==> config.mk <==
export PLATFORM = sky130hd
export DESIGN_NAME = imem_fetch_ctrl
export DESIGN_NICKNAME = d
export VERILOG_FILES = /design/src/rtl/imem_fetch_ctrl.sv
export SDC_FILE = /design/constraint.sdc
export NUM_CORES = 1
export LEC_CHECK = 0
export ABC_AREA = 1
export BUFFER_PORTS_ARGS = -buffer_cell sky130_fd_sc_hd__buf_2
export CAP_MARGIN = 20
export CORE_MARGIN = 2
export CORE_UTILIZATION = 56
export CTS_BUF_LIST = sky130_fd_sc_hd__clkbuf_2
export DETAILED_ROUTE_END_ITERATION = 8
export GPL_TIMING_DRIVEN = 0
export PLACE_DENSITY = 0.83
export SYNTH_ARGS = -nofsm -noshare
export SYNTH_HDL_FRONTEND = slang
export SYNTH_SLANG_ARGS = --single-unit
==> constraint.sdc <==
create_clock -name clk -period 5.4 [get_ports clk]
set_input_delay 0 -clock clk [delete_from_list [all_inputs] [get_ports clk]]
set_output_delay 0 -clock clk [all_outputs]
set_load 0.01 [all_outputs]
==> src/rtl/imem_fetch_ctrl.sv <==
// Instruction fetch sequencer: owns the PC, reads a combinational ROM and buffers
// {pc, instr} in a small prefetch FIFO for decode. Optional IMEM_FETCH_MISALIGN_TRAP_EN.
module imem_fetch_ctrl #(
  parameter logic [31:0] RESET_PC   = 32'h0000_0000,
  parameter int          FIFO_DEPTH = 2,
  parameter int          ADDR_WIDTH = 7
) (
  input  logic                            clk,
  input  logic                            rst,
  input  logic                            fetch_en,
  output logic                            imem_req,
  output logic [31:0]                     imem_addr,
  input  logic [31:0]                     imem_data,
  input  logic                            redirect_valid,
  input  logic [31:0]                     redirect_pc,
  output logic                            fetch_valid,
  output logic [31:0]                     fetch_instr,
  output logic [31:0]                     fetch_pc,
  input  logic                            fetch_ready,
  output logic [$clog2(FIFO_DEPTH):0]     fifo_count,
  output logic                            fetch_oor,
  output logic                            fetch_misalign
);

  localparam int PTR_W = $clog2(FIFO_DEPTH);
  localparam int CNT_W = PTR_W + 1;
  localparam logic [CNT_W-1:0] DEPTH_C = CNT_W'(FIFO_DEPTH);

  typedef enum logic [1:0] {IDLE, RUN, TRAP} state_t;

  state_t             state_q, state_d;
  logic [31:0]        pc_q;
  logic [PTR_W-1:0]   wr_ptr, rd_ptr;
  logic [CNT_W-1:0]   count_q;
  logic [31:0]        pc_mem    [FIFO_DEPTH];
  logic [31:0]        instr_mem [FIFO_DEPTH];
  logic               pop, push;
  logic [31:0]        redirect_load_pc;
  logic               redirect_misaligned;
  logic [31:0]        head_pc;

`ifdef IMEM_FETCH_MISALIGN_TRAP_EN
  logic misalign_q;

  assign redirect_load_pc    = redirect_pc;
  assign redirect_misaligned = |redirect_pc[1:0];
  assign fetch_misalign      = misalign_q;

  // Sticky until the next redirect re-evaluates alignment.
  always_ff @(posedge clk) begin
    if (rst)                 misalign_q <= 1'b0;
    else if (redirect_valid) misalign_q <= redirect_misaligned;
  end
`else
  logic unused_redirect_lsbs;

  assign redirect_load_pc     = {redirect_pc[31:2], 2'b00};
  assign redirect_misaligned  = 1'b0;
  assign fetch_misalign       = 1'b0;
  assign unused_redirect_lsbs = ^redirect_pc[1:0];
`endif

  assign fetch_valid = (count_q != '0);
  assign pop         = fetch_valid && fetch_ready;
  assign push        = imem_req;
  assign imem_addr   = pc_q;
  assign fifo_count  = count_q;

  // NOTE: every signal driven here gets a default first so no path leaves it
  // unassigned and infers a latch.
  always_comb begin
    state_d  = state_q;
    imem_req = 1'b0;

    unique case (state_q)
      IDLE:    if (fetch_en)  state_d = RUN;
      RUN:     if (!fetch_en) state_d = IDLE;
      TRAP:    state_d = TRAP;
      default: state_d = IDLE;
    endcase

    // A redirect overrides normal sequencing; only an aligned one leaves TRAP.
    if (redirect_valid) begin
      if (redirect_misaligned) state_d = TRAP;
      else if (fetch_en)       state_d = RUN;
      else                     state_d = IDLE;
    end

    imem_req = (state_q == RUN) && !redirect_valid && ((count_q != DEPTH_C) || pop);
  end

  // NOTE: sequential state uses non-blocking assignments so every register
  // samples pre-edge values regardless of statement order.
  always_ff @(posedge clk) begin
    if (rst) begin
      state_q <= IDLE;
      pc_q    <= RESET_PC;
      wr_ptr  <= '0;
      rd_ptr  <= '0;
      count_q <= '0;
    end else if (redirect_valid) begin
      state_q <= state_d;
      pc_q    <= redirect_load_pc;
      wr_ptr  <= '0;
      rd_ptr  <= '0;
      count_q <= '0;
    end else begin
      state_q <= state_d;
      if (push) begin
        pc_q   <= pc_q + 32'd4;
        wr_ptr <= wr_ptr + PTR_W'(1);
      end
      if (pop) rd_ptr <= rd_ptr + PTR_W'(1);
      unique case ({push, pop})
        2'b10:   count_q <= count_q + CNT_W'(1);
        2'b01:   count_q <= count_q - CNT_W'(1);
        default: count_q <= count_q;
      endcase
    end
  end

  // NOTE: the storage array is not reset; fetch_valid/count gate every read,
  // so stale entries are never observable.
  always_ff @(posedge clk) begin
    if (push) begin
      pc_mem[wr_ptr]    <= pc_q;
      instr_mem[wr_ptr] <= imem_data;
    end
  end

  assign head_pc     = pc_mem[rd_ptr];
  assign fetch_pc    = fetch_valid ? head_pc : 32'd0;
  assign fetch_instr = fetch_valid ? instr_mem[rd_ptr] : 32'd0;
  assign fetch_oor   = fetch_valid && ((head_pc >> ADDR_WIDTH) != 32'd0);

endmodule
==> qor.yml <==
worst_setup_path:
  crit_path_end_kind: "output pin"
  cp_num_buf_inv: 4
  r2r_cells: 8
  crit_path_end: "fetch_oor"
  crit_top_cell: "nor2_1"
  crit_chain: "buf_6, inv_2, buf_6, o21ai_0, nand2_1, nor2_1, nand3_1, nor2_1, nor2_1, buf_2"
  rrSetupSlack_ps: 2900
  path_max_fanout: 10
  cpMaxStageDelayCell: "dfxtp_1"
  reg2reg_from: "fifo_count[1]"
  required_ps: 5400
  slowest_delay_ps: 400
  worstReg2RegEnd: "imem_addr[4]"
  cp.depth: 10
  crit_type: "flip-flop to output pin"
  path_delay_family: "buffers and inverters"
  crit_path_start_kind: "flip-flop"
  cp.arrival_ps: 2540
timing:
  slew_viol_final: 0
  finalCriticalPeriod_ps: 2540
  setup_viol: 0
  worst_pin_slew_ps: 703
  rsz0062_at_grt: "no"
  finalSetupTns_ps: 0
  skew_ps: 30.2
  relSlewSlack: 0.530
  timing_hold_violations_final: 0
  period_share: 0.470
  timing.fmax_ghz: 0.394
  finalWorstSetupSlack_ps: 2860
floorplan:
  ios: 171
  start_util: 0.578
  die_h_um: 118
  coreArea_um2: 12700
  dieArea_um2: 14000
  die_w_um: 118
  rows: 41
placed_design:
  dp.cells: 1122
  gp_congestion: 0.916
  postPlaceCellArea_um2: 8490
  dp_worst_setup_slack_ps: 3360
  place_hpwl_um: 12400
  portBuffers: 162
power_and_ir_drop:
  peakVddDrop_mv: 0.186
  leakage_nw: 4.19
  power.density_nw_per_um2: 240
global_route:
  grt_pass1_wl_um: 31600
  antenna_found_initial: 0
  grt_pass1_vias: 6417
  grt_max_degree: 26
  gr-total-overflow: 0
  track_usage: 0.289
detailed_routing:
  ant_nets: 0
  wire_per_inst_um: 15.9
  vias: 6757
  avgViaCountPerCell: 5.32
  finalWirelength_um: 20200
  drt_iter0_markers: 705
  drc: 0
  first_pass_iters: 8
cts:
  cts_tree: "yes"
  holdBufCountCts: 116
  post_cts_buffers: 0
  clockBufferDepth: 2
  cts-buffers-inserted: 17
  post_cts_resized: 0
  cts.htree.levels: 4
  insertion_delay_ps: 710
  root_buffer: "clkbuf_2"
  clock-sinks: 161
  clk_pin_slew_ps: 220
synth:
  synth-edff-count: 124
  ys_dominant_reg_cell: "edfxtp_1"
  syn_avg_cell_area_um2: 9.39
  netlist_instances: 780
  synthDistinctLibCells: 37
  ys_warn_count: 0
  synth_async_sr_flop_share: 0
  synth.cell_area_um2: 7320
  ys_seq_area_frac: 0.609
  ys_seq_elements: 161
cells_and_area:
  area_delta_synth_final_pct: 35.6
  fillCellCount: 774
  finalNonFillerCells: 1270
  nets: 1155
  antenna_cells: 0
  final_area_um2: 9930
  final_util: 0.784
  layout-drive-gt1-share: 0.236
worst_hold_path:
  hold_path.class: "primary input to flip-flop"
run:
  max_cap_violations: 0
outcome:
  outcome: "completed"
-- cells in the final DEF, fill, tap and decap left out, drive strengths merged, types with 2 or more instances in the layout --
cell	n
a21oi	78
a22oi	2
a31oi	5
and2	3
buf	195
bufinv	4
clkbuf	27
clkinv	3
clkinvlp	4
conb	5
dfxtp	37
dlygate4sd3	116
edfxtp	124
inv	67
mux2i	2
nand2	248
nand3	39
nand3b	2
nand4	5
nor2	68
nor3	2
o211ai	3
o21ai	44
or2	10
xor2	2
-- worst min path at each step --
stage / startpoint / endpoint / slack, ps / depth (start not counted)
2_1_floorplan: imem_data[0] / instr_mem[0][0] / 100 / 0
3_3_place_gp: imem_data[12] / instr_mem[1][12] / 190 / 1
6_report: redirect_pc[7] / imem_addr[7] / 130 / 6
3_5_place_dp: imem_data[8] / instr_mem[1][8] / 190 / 1
5_1_grt: redirect_pc[7] / imem_addr[7] / 110 / 6
4_1_cts: rst / imem_addr[5] / 60 / 5
-- layer usage --
layer,vias to the layer above,global-route usage,share of wire
met4,0,0.0994,0.024
met1,3095,0.359,0.38
met3,45,0.0681,0.099
met2,414,0.495,0.50
met5,-,0,0
li1,3203,-,-
-- flip-flops by register name, indices dropped and copies added (netlist names), named ones only --
signal / count
rd_ptr: 1
fifo_count: 2
state_q: 2
pc_mem: 60
instr_mem: 64
imem_addr: 30
wr_ptr: 1
-- worst reg2reg max path, cell delays in order (launching register included) --
cell	delay (ps)
dfxtp_1	460
nand3_1	130
nand2_2	230
inv_2	100
buf_4	190
a22oi_1	130
dlygate4sd3_1	560
a21oi_1	50
dlygate4sd3_1	580
-- cells in the mapped netlist, drive strengths merged, types with 2 or more instances --
master  count  share of area
clkbuf      8         0.0041
nand3      39          0.027
and2        3         0.0026
xor2        2         0.0024
nand3b      2         0.0020
nand2     248           0.13
edfxtp    124           0.51
a21oi      78          0.055
buf        29          0.026
nor2       68          0.046
inv        65          0.033
mux2i       2         0.0027
o211ai      3         0.0031
or2        10         0.0085
nor3        2         0.0014
a22oi       2         0.0020
nand4       5         0.0043
dfxtp      37           0.10
o21ai      44          0.030
a31oi       5         0.0043
-- metrics by stage --
stage	total power, mW	hold WS (ps)
floorplan	1.52	98.9
global placement	1.59	188
detailed placement	1.60	192
CTS	2.37	55.2
global route	2.46	113
finish	2.38	135
-- report_power, final --
group | switching, mW | internal (mW)
Combinational | 0.126 | 0.126
Sequential | 0.0339 | 1.37
Clock | 0.420 | 0.309
Total | 0.581 | 1.80
-- cell type report --
cell class	instances	area, um^2	area share
multi-input combinational	521	2420	0.244
clock inverter	13	185	0.0186
buffer	37	224	0.0225
clock buffer	19	95.1	0.00957
inverter	65	244	0.0246
tap	172	215	0.0217
timing repair buffer	282	2080	0.210
sequential	161	4460	0.449
-- cell families (layout without fill, tap and decap cells) --
| logic type | after synthesis | count (layout) | share of synthesized area |
|---|---|---|---|
| compound gates | 132 | 132 | 0.0943 |
| flops | 161 | 161 | 0.609 |
| other cells | 1 | 5 | 0.000512 |
| buf+inv | 102 | 416 | 0.0639 |
| simple gates | 378 | 378 | 0.224 |
| fa+ha+maj | 1 | 1 | 0.00171 |
| xor+xnor | 3 | 3 | 0.00359 |
| mux | 2 | 2 | 0.00273 |
Note: power is estimated with default switching activity, not from simulation.
